--- config.mk ---
export PLATFORM = sky130hd
export DESIGN_NAME = reg_shift_n_flat
export DESIGN_NICKNAME = d
export VERILOG_FILES = /design/src/rtl/reg_shift_n_if.sv /design/src/rtl/reg_shift_n.sv /design/src/flat_wrapper.sv
export SDC_FILE = /design/constraint.sdc
export NUM_CORES = 1
export LEC_CHECK = 0
export CAP_MARGIN = 10
export CORE_UTILIZATION = 51
export CTS_CLUSTER_SIZE = 20
export DETAILED_ROUTE_END_ITERATION = 10
export GPL_TIMING_DRIVEN = 1
export PLACE_DENSITY_LB_ADDON = 0.08
export SYNTH_ARGS = -nofsm -noshare
export SYNTH_HDL_FRONTEND = slang
export SYNTH_SLANG_ARGS = --single-unit
--- constraint.sdc ---
create_clock -name Clk -period 3.3 [get_ports Clk]
set_clock_uncertainty 0.2 [all_clocks]
set_input_delay 0.495 -clock Clk [delete_from_list [all_inputs] [get_ports Clk]]
set_output_delay 0.495 -clock Clk [all_outputs]
set_load 0.01 [all_outputs]
--- src/rtl/reg_shift_n_if.sv ---
`default_nettype none
// ============================================================================
// Module      : reg_shift_n_if
// Description : Command/status bundle for the reg_shift_n shift register.
// Revision    : 1.0 - initial release
// ============================================================================
interface reg_shift_n_if #(
    parameter int WIDTH = 8,
    parameter int CNT_W = 4
);
    logic             Load;
    logic [WIDTH-1:0] D;
    logic [1:0]       Mode;
    logic             Shift_In;
    logic             Shift;
    logic             Start;
    logic [CNT_W-1:0] Count;
    logic [WIDTH-1:0] Data_Out;
    logic             Shift_Out;
    logic             Busy;
    logic             Done;

    modport master (
        output Load, D, Mode, Shift_In, Shift, Start, Count,
        input  Data_Out, Shift_Out, Busy, Done
    );

    modport slave (
        input  Load, D, Mode, Shift_In, Shift, Start, Count,
        output Data_Out, Shift_Out, Busy, Done
    );
endinterface
`default_nettype wire

--- src/rtl/reg_shift_n.sv ---
`default_nettype none
// ============================================================================
// Module      : reg_shift_n
// Description : WIDTH-bit load/shift register with a counted burst-shift engine.
// Revision    : 1.0 - initial release
// ============================================================================
module reg_shift_n #(
    parameter int WIDTH = 8,
    parameter int CNT_W = 4
) (
    input  wire logic     Clk,
    input  wire logic     Reset,
    reg_shift_n_if.slave  bus
);

    typedef enum logic [0:0] {
        IDLE = 1'b0,
        RUN  = 1'b1
    } state_t;

    localparam logic [CNT_W-1:0] c_CNT_ONE  = CNT_W'(1);
    localparam logic [CNT_W-1:0] c_CNT_ZERO = '0;

    state_t           r_state;
    logic [WIDTH-1:0] r_data;
    logic             r_shift_out;
    logic             r_busy;
    logic             r_done;
    logic [CNT_W-1:0] r_cnt;
    logic [1:0]       r_mode;
    logic             r_sin;

    logic [1:0]       w_mode;
    logic             w_sin;
    logic [WIDTH:0]   w_step;

    // Returns {bit shifted out, next register value}.
    function automatic logic [WIDTH:0] f_step(input logic [WIDTH-1:0] v,
                                              input logic [1:0]       m,
                                              input logic             s);
        case (m)
            2'b00:   f_step = {v[0], s, v[WIDTH-1:1]};
            2'b01:   f_step = {v[0], v[WIDTH-1], v[WIDTH-1:1]};
            2'b10:   f_step = {v[WIDTH-1], v[WIDTH-2:0], s};
            default: f_step = {v[0], v[0], v[WIDTH-1:1]};
        endcase
    endfunction

    // Bursts use the Mode/Shift_In captured at Start, not the live inputs.
    always_comb begin
        w_mode = (r_state == RUN) ? r_mode : bus.Mode;
        w_sin  = (r_state == RUN) ? r_sin  : bus.Shift_In;
        w_step = f_step(r_data, w_mode, w_sin);
    end

    always_ff @(posedge Clk or posedge Reset) begin
        if (Reset) begin
            r_state     <= IDLE;
            r_data      <= '0;
            r_shift_out <= 1'b0;
            r_busy      <= 1'b0;
            r_done      <= 1'b0;
            r_cnt       <= '0;
            r_mode      <= 2'b00;
            r_sin       <= 1'b0;
        end else begin
            r_done <= 1'b0;
            case (r_state)
                IDLE: begin
                    if (bus.Load) begin
                        r_data <= bus.D;
                    end else if (bus.Start) begin
                        r_mode <= bus.Mode;
                        r_sin  <= bus.Shift_In;
                        if (bus.Count == c_CNT_ZERO) begin
                            r_done <= 1'b1;
                        end else begin
                            r_cnt   <= bus.Count;
                            r_busy  <= 1'b1;
                            r_state <= RUN;
                        end
                    end else if (bus.Shift) begin
                        r_shift_out <= w_step[WIDTH];
                        r_data      <= w_step[WIDTH-1:0];
                    end
                end
                RUN: begin
                    if (bus.Load) begin
                        // Abort: no completion pulse.
                        r_data  <= bus.D;
                        r_busy  <= 1'b0;
                        r_cnt   <= '0;
                        r_state <= IDLE;
                    end else begin
                        r_shift_out <= w_step[WIDTH];
                        r_data      <= w_step[WIDTH-1:0];
                        r_cnt       <= r_cnt - c_CNT_ONE;
                        if (r_cnt == c_CNT_ONE) begin
                            r_busy  <= 1'b0;
                            r_done  <= 1'b1;
                            r_state <= IDLE;
                        end
                    end
                end
                default: r_state <= IDLE;
            endcase
        end
    end

    assign bus.Data_Out  = r_data;
    assign bus.Shift_Out = r_shift_out;
    assign bus.Busy      = r_busy;
    assign bus.Done      = r_done;

endmodule
`default_nettype wire

--- src/flat_wrapper.sv ---
// flat-port wrapper written by rule: the top's interface ports become plain ports
module reg_shift_n_flat 
#(
    parameter int WIDTH = 8,
    parameter int CNT_W = 4
)
  (Clk, Reset, bus_Load, bus_D, bus_Mode, bus_Shift_In, bus_Shift, bus_Start, bus_Count, bus_Data_Out, bus_Shift_Out, bus_Busy, bus_Done);
  reg_shift_n_if #(.WIDTH(WIDTH), .CNT_W(CNT_W)) bus_i ();
  input  wire logic Clk;
  input  wire logic Reset;
  input wire logic [$bits(bus_i.Load)-1:0] bus_Load;
  input wire logic [$bits(bus_i.D)-1:0] bus_D;
  input wire logic [$bits(bus_i.Mode)-1:0] bus_Mode;
  input wire logic [$bits(bus_i.Shift_In)-1:0] bus_Shift_In;
  input wire logic [$bits(bus_i.Shift)-1:0] bus_Shift;
  input wire logic [$bits(bus_i.Start)-1:0] bus_Start;
  input wire logic [$bits(bus_i.Count)-1:0] bus_Count;
  output wire logic [$bits(bus_i.Data_Out)-1:0] bus_Data_Out;
  output wire logic [$bits(bus_i.Shift_Out)-1:0] bus_Shift_Out;
  output wire logic [$bits(bus_i.Busy)-1:0] bus_Busy;
  output wire logic [$bits(bus_i.Done)-1:0] bus_Done;
  assign bus_i.Load = bus_Load;
  assign bus_i.D = bus_D;
  assign bus_i.Mode = bus_Mode;
  assign bus_i.Shift_In = bus_Shift_In;
  assign bus_i.Shift = bus_Shift;
  assign bus_i.Start = bus_Start;
  assign bus_i.Count = bus_Count;
  assign bus_Data_Out = bus_i.Data_Out;
  assign bus_Shift_Out = bus_i.Shift_Out;
  assign bus_Busy = bus_i.Busy;
  assign bus_Done = bus_i.Done;
  reg_shift_n #(.WIDTH(WIDTH), .CNT_W(CNT_W)) u_core (.Clk(Clk), .Reset(Reset), .bus(bus_i));
endmodule
; ---- Word-level counts from Yosys, hierarchy flattened
; Index checks and enable logic that the tools add are counted.
[word_totals]
regBits = 19
[op_classes]
addsub = 1
n_eq_ne = 12
n_mux = 36
n_bitwise = 2
reduce_logical = 7
[ops]
columns = cell, n
row1 = two-way mux 8 bit, 4
row2 = one-hot mux 9 bit (3 select lines), 1
row3 = two-way mux 1 bit, 20
row4 = two-way mux 4 bit, 4
row5 = one-hot mux 8 bit (2 select lines), 1
row6 = inequality test 2 bit (second input constant), 6
row7 = inequality test 3 bit (second input constant), 3
row8 = one-hot mux 1 bit (2 select lines), 4
row9 = one-hot mux 4 bit (2 select lines), 1
row10 = AND reduction 4 bit, 2
row11 = AND reduction 3 bit, 2
row12 = equality test 4 x 1 -> 1 bit (second input constant), 1
row13 = zero test 4 bit, 1
row14 = subtractor 4 x 1 -> 4 bit (second input constant), 1
row15 = equality test 2 x 1 -> 1 bit (second input constant), 1
row16 = equality test 2 bit (second input constant), 1
row17 = zero test 2 bit, 1
row18 = two-way mux 2 bit, 1
row19 = inverter 1 bit, 2
row20 = AND reduction 2 bit, 1

; ---- Depth between registers and ports, before layout
[logic_depth]
ltp_word = 7
mapped_depth = 5
mapped_depth_nobuf = 5

; ---- Worst setup path before layout
; Ideal clock, no wire load.
[synth_timing]
path_kind = input-to-reg
startpoint = input bus_Count[2]
endpoint = register u_core.r_busy, in the netlist u_core.bus.Busy
setup_ps = 127
arrival_ps = 1408
t_required_ps = 2973
path_slack_ps = 1565
path_stages = 4
path_cell_list = or4_4 and3_4 a21oi_1 o2bb2ai_1
[synth_between]
elab_chain_cells = 3
[synth_lines]
columns = element, line
row1 = from (decl), flat_wrapper.sv:17  ; input wire logic [$bits(bus_i.Count)-1:0] bus_Count;
row2 = zero test 4 bit, reg_shift_n.sv:75  ; if (bus.Count == c_CNT_ZERO) begin
row3 = inequality test 2 bit (no line), -
row4 = AND reduction 4 bit (no line), -
row5 = to (signal assigned), reg_shift_n.sv:79  ; r_busy <= 1'b1;
row6 = to (signal assigned), reg_shift_n.sv:91  ; r_busy <= 1'b0;
row7 = to (signal assigned), reg_shift_n.sv:99  ; r_busy <= 1'b0;
row8 = to (decl), reg_shift_n.sv:27  ; logic r_busy;
; No other way between the ends.
; A chain may end at the register's enable or synchronous reset.

; ---- Final worst setup path
[layout_timing]
startpoint = input bus_Mode[1]
endpoint = register u_core.r_data[5], in the netlist u_core.bus.Data_Out[5]
[layout_between]
elab_chain_cells = 7
word_cells_on_any_way = 10
[layout_lines]
columns = element, line
row1 = from (decl), flat_wrapper.sv:13  ; input wire logic [$bits(bus_i.Mode)-1:0] bus_Mode;
row2 = two-way mux 2 bit (*), reg_shift_n.sv:51  ; w_mode = (r_state == RUN) ? r_mode : bus.Mode;
row3 = equality test 2 bit (tied with other cells), reg_shift_n.sv:41  ; case (m)
row4 = one-hot mux 9 bit (3 select lines) (*), reg_shift_n.sv:41
row5 = two-way mux 8 bit, reg_shift_n.sv:82  ; end else if (bus.Shift) begin
row6 = two-way mux 8 bit, reg_shift_n.sv:72  ; end else if (bus.Start) begin
row7 = two-way mux 8 bit, reg_shift_n.sv:70  ; if (bus.Load) begin
row8 = one-hot mux 8 bit (2 select lines) (*), reg_shift_n.sv:68  ; case (r_state)
row9 = to (signal assigned), reg_shift_n.sv:71  ; r_data <= bus.D;
row10 = to (signal assigned), reg_shift_n.sv:84  ; r_data <= w_step[WIDTH-1:0];
row11 = to (signal assigned), reg_shift_n.sv:90  ; r_data <= bus.D;
row12 = to (decl), reg_shift_n.sv:25  ; logic [WIDTH-1:0] r_data;
; Mark *: on every way between the ends. The rest lies on a longest branch, timed or not. The select of a mux whose other input is x is not followed.

==> flow_metrics.py <==
metrics = {
    "worst_setup_path": {
        "worstPathMaxFanout": 8,
        "criticalPathCategory": "input pin to register",
        "cp.arrival_ns": 2.19,
        "crit_path_end_kind": "register",
        "cp-start-kind": "input pin",
        "required_ns": 3.29,
    },
    "drt": {
        "vias_per_cell": 6.03,
        "wl_per_cell_um": 15.8,
        "vias": 1044,
        "wl_mm": 2.74,
        "drtAntennaViolNets": 0,
        "firstDrtPassIters": 5,
        "first_iter_violations": 55,
        "drc": 0,
    },
    "final_layout": {
        "drive_above_1_share_pct": 10.3,
        "layout_commonest_cell": "clkdlybuf4s50_1",
        "final_util_pct": 72.0,
        "syn_to_final_growth_pct": 26.9,
        "nets": 169,
        "final_cells": 173,
        "layout_common_cells": "clkdlybuf4s50_1 (30), inv_1 (22), dfrtp_1 (19)",
        "antenna_cells": 0,
    },
    "clock_tree": {
        "ctsResizeCount": 0,
        "clockRootBuffer": "clkbuf_4",
        "cts.sinks": 19,
        "clockBufferDepth": 2,
        "clkSlewWorstSetupHoldPaths_ns": 0.12,
        "cts_max_level": 1,
        "postCtsSetupRepairBufs": 0,
        "cts_buffers": 3,
        "clk_latency_ns": 0.30,
        "cts_hold_buf": 0,
        "cts_tree": "done",
    },
    "sta": {
        "rsz0062_at_grt": "false",
        "layout_worst_path_cycle_share_pct": 66.8,
        "timing.fmax_mhz": 454,
        "fin_crit_ns": 2.20,
        "tightest_slew_ns": 0.699,
        "worst_slack_ns": 1.10,
        "slew_violations": 0,
        "hold_viol": 0,
        "slew_headroom_pct": 53.4,
        "setup_viol": 0,
        "tns_ns": 0,
    },
    "floorplan": {
        "die_w_um": 49.7,
        "die-area_sq_mm": 0.00247,
        "core_area_sq_mm": 0.00204,
        "fp-row-count": 16,
        "start_util_pct": 56.7,
        "die_h_um": 49.7,
        "ios": 31,
    },
    "placed_design": {
        "dp_hpwl_mm": 2.06,
        "place_congestion": 0.801,
        "io_buffers": 30,
        "dp.cells": 169,
        "dp_slack_ns": 0.782,
    },
    "logic_synthesis": {
        "ys.flop_type": "dfrtp_1",
        "async_reset_ff_share_pct": 100,
        "yosysWarnings": 0,
        "syn_inst": 117,
        "ys_seq_area_share_pct": 41.0,
        "synth_edf_count": 0,
        "synth_seq_cells": 19,
        "synth.avg_cell_area_sq_um": 9.90,
        "ys_types": 37,
        "syn-num-nets": 139,
        "netlist_area_sq_mm": 0.00116,
    },
    "global_route": {
        "overflow": 0,
        "grt_usage_pct": 24.9,
        "antenna_found_initial": 0,
        "grt_pass1_wl_mm": 4.72,
        "grt_pass1_vias": 1044,
        "grt_max_degree": 20,
    },
    "pwr": {
        "p_leak_uw": 0.000685,
        "irDropWorstVdd_mv": 0.333,
        "powerDensity_mw_per_mm2": 463,
    },
    "status": {
        "status": "complete, no violations",
    },
    "hold_path": {
        "min_path_type": "register to register",
    },
    "run": {
        "drv_cap": 0,
    },
}
==> synthesized netlist by cell type, types with 2 or more instances <==
master / number / area share [%]
inv_1: 22 / 7.1
dfrtp_1: 19 / 41
mux2i_1: 8 / 6.9
nor2_1: 8 / 2.6
a222oi_1: 7 / 6.0
nand2_1: 7 / 2.3
a21oi_1: 5 / 2.2
o21ai_0: 5 / 2.2
buf_6: 3 / 2.9
a221o_1: 2 / 1.7
ha_1: 2 / 2.2
mux2_2: 2 / 1.9
nor3_1: 2 / 0.86
o22ai_1: 2 / 1.1
==> final timing paths <==
kind | from | endpoint | slack [ns] | cells after the start
min | u_core.bus.Busy$_DFFE_PP0P_ | u_core.bus.Busy$_DFFE_PP0P_ | 0.33 | 1
max reg2reg | u_core.r_state$_DFF_PP0_ | u_core.bus.Data_Out[5]$_DFFE_PP0P_ | 1.20 | 4
min in group asynchronous | Reset | u_core.bus.Data_Out[5]$_DFFE_PP0P_ | 0.38 | 2
max in group asynchronous | Reset | u_core.bus.Done$_DFF_PP0_ | 2.07 | 2
min reg2reg | u_core.bus.Busy$_DFFE_PP0P_ | u_core.bus.Busy$_DFFE_PP0P_ | 0.33 | 1
max | bus_Mode[1] | u_core.bus.Data_Out[5]$_DFFE_PP0P_ | 1.10 | 5
==> state kept, by name, indices dropped and copies added (netlist names) <==
register              flops
u_core.bus.Data_Out       8
u_core.r_state            1
u_core.bus.Shift_Out      1
u_core.r_sin              1
u_core.bus.Busy           1
u_core.r_mode             2
u_core.r_cnt              4
u_core.bus.Done           1
==> critical path: stages <==
cell	delay [ns]
clkdlybuf4s50_1	0.54
inv_2	0.08
o32a_1	0.54
mux2i_1	0.19
a222oi_1	0.36
==> routing by layer <==
metal  share of wire, %  wire length [um]  global-route usage, %  vias to the layer above
li1                   -                 -                      -                      484
met1                 44              1200                   32.9                      502
met2                 49              1340                   41.9                       52
met3                5.8               160                   2.78                        6
met4                1.2                34                   9.05                        0
met5                  0                 0                      0                        -
==> through the flow <==
| step | total power, uW | hold slack [ns] | area, sq um |
|---|---|---|---|
| after floorplan | 463 | 0.246 | 1160 |
| after global placement | 550 | 0.304 | 1440 |
| after detailed placement | 561 | 0.299 | 1440 |
| after CTS | 683 | 0.333 | 1470 |
| after global routing | 722 | 0.352 | 1470 |
| final | 681 | 0.328 | 1470 |
==> area by class of cell <==
type / count / area [sq um]
clock buffers: 3 / 22.5
well taps: 27 / 33.8
clock inverters: 1 / 5.00
repair buffers: 30 / 300
inverters: 23 / 86.3
multi-input cells: 70 / 547
fillers: 174 / 572
flip-flops and latches: 19 / 475
==> power by group <==
group	total, uW	switching, uW	internal, uW
logic	234	108	127
registers	325	48.8	277
clock network	121	75.6	45.2
==> kinds of logic (layout without fill, tap and decap cells) <==
family	Yosys count	count (layout)	synth area share (%)
fa+ha+maj	2	2	2.16
simple gates	27	27	13.7
compound gates	31	31	22.5
flops	19	19	41.0
buf+inv	28	57	11.8
mux	10	10	8.86
Note: power is estimated with default switching activity, not from simulation.
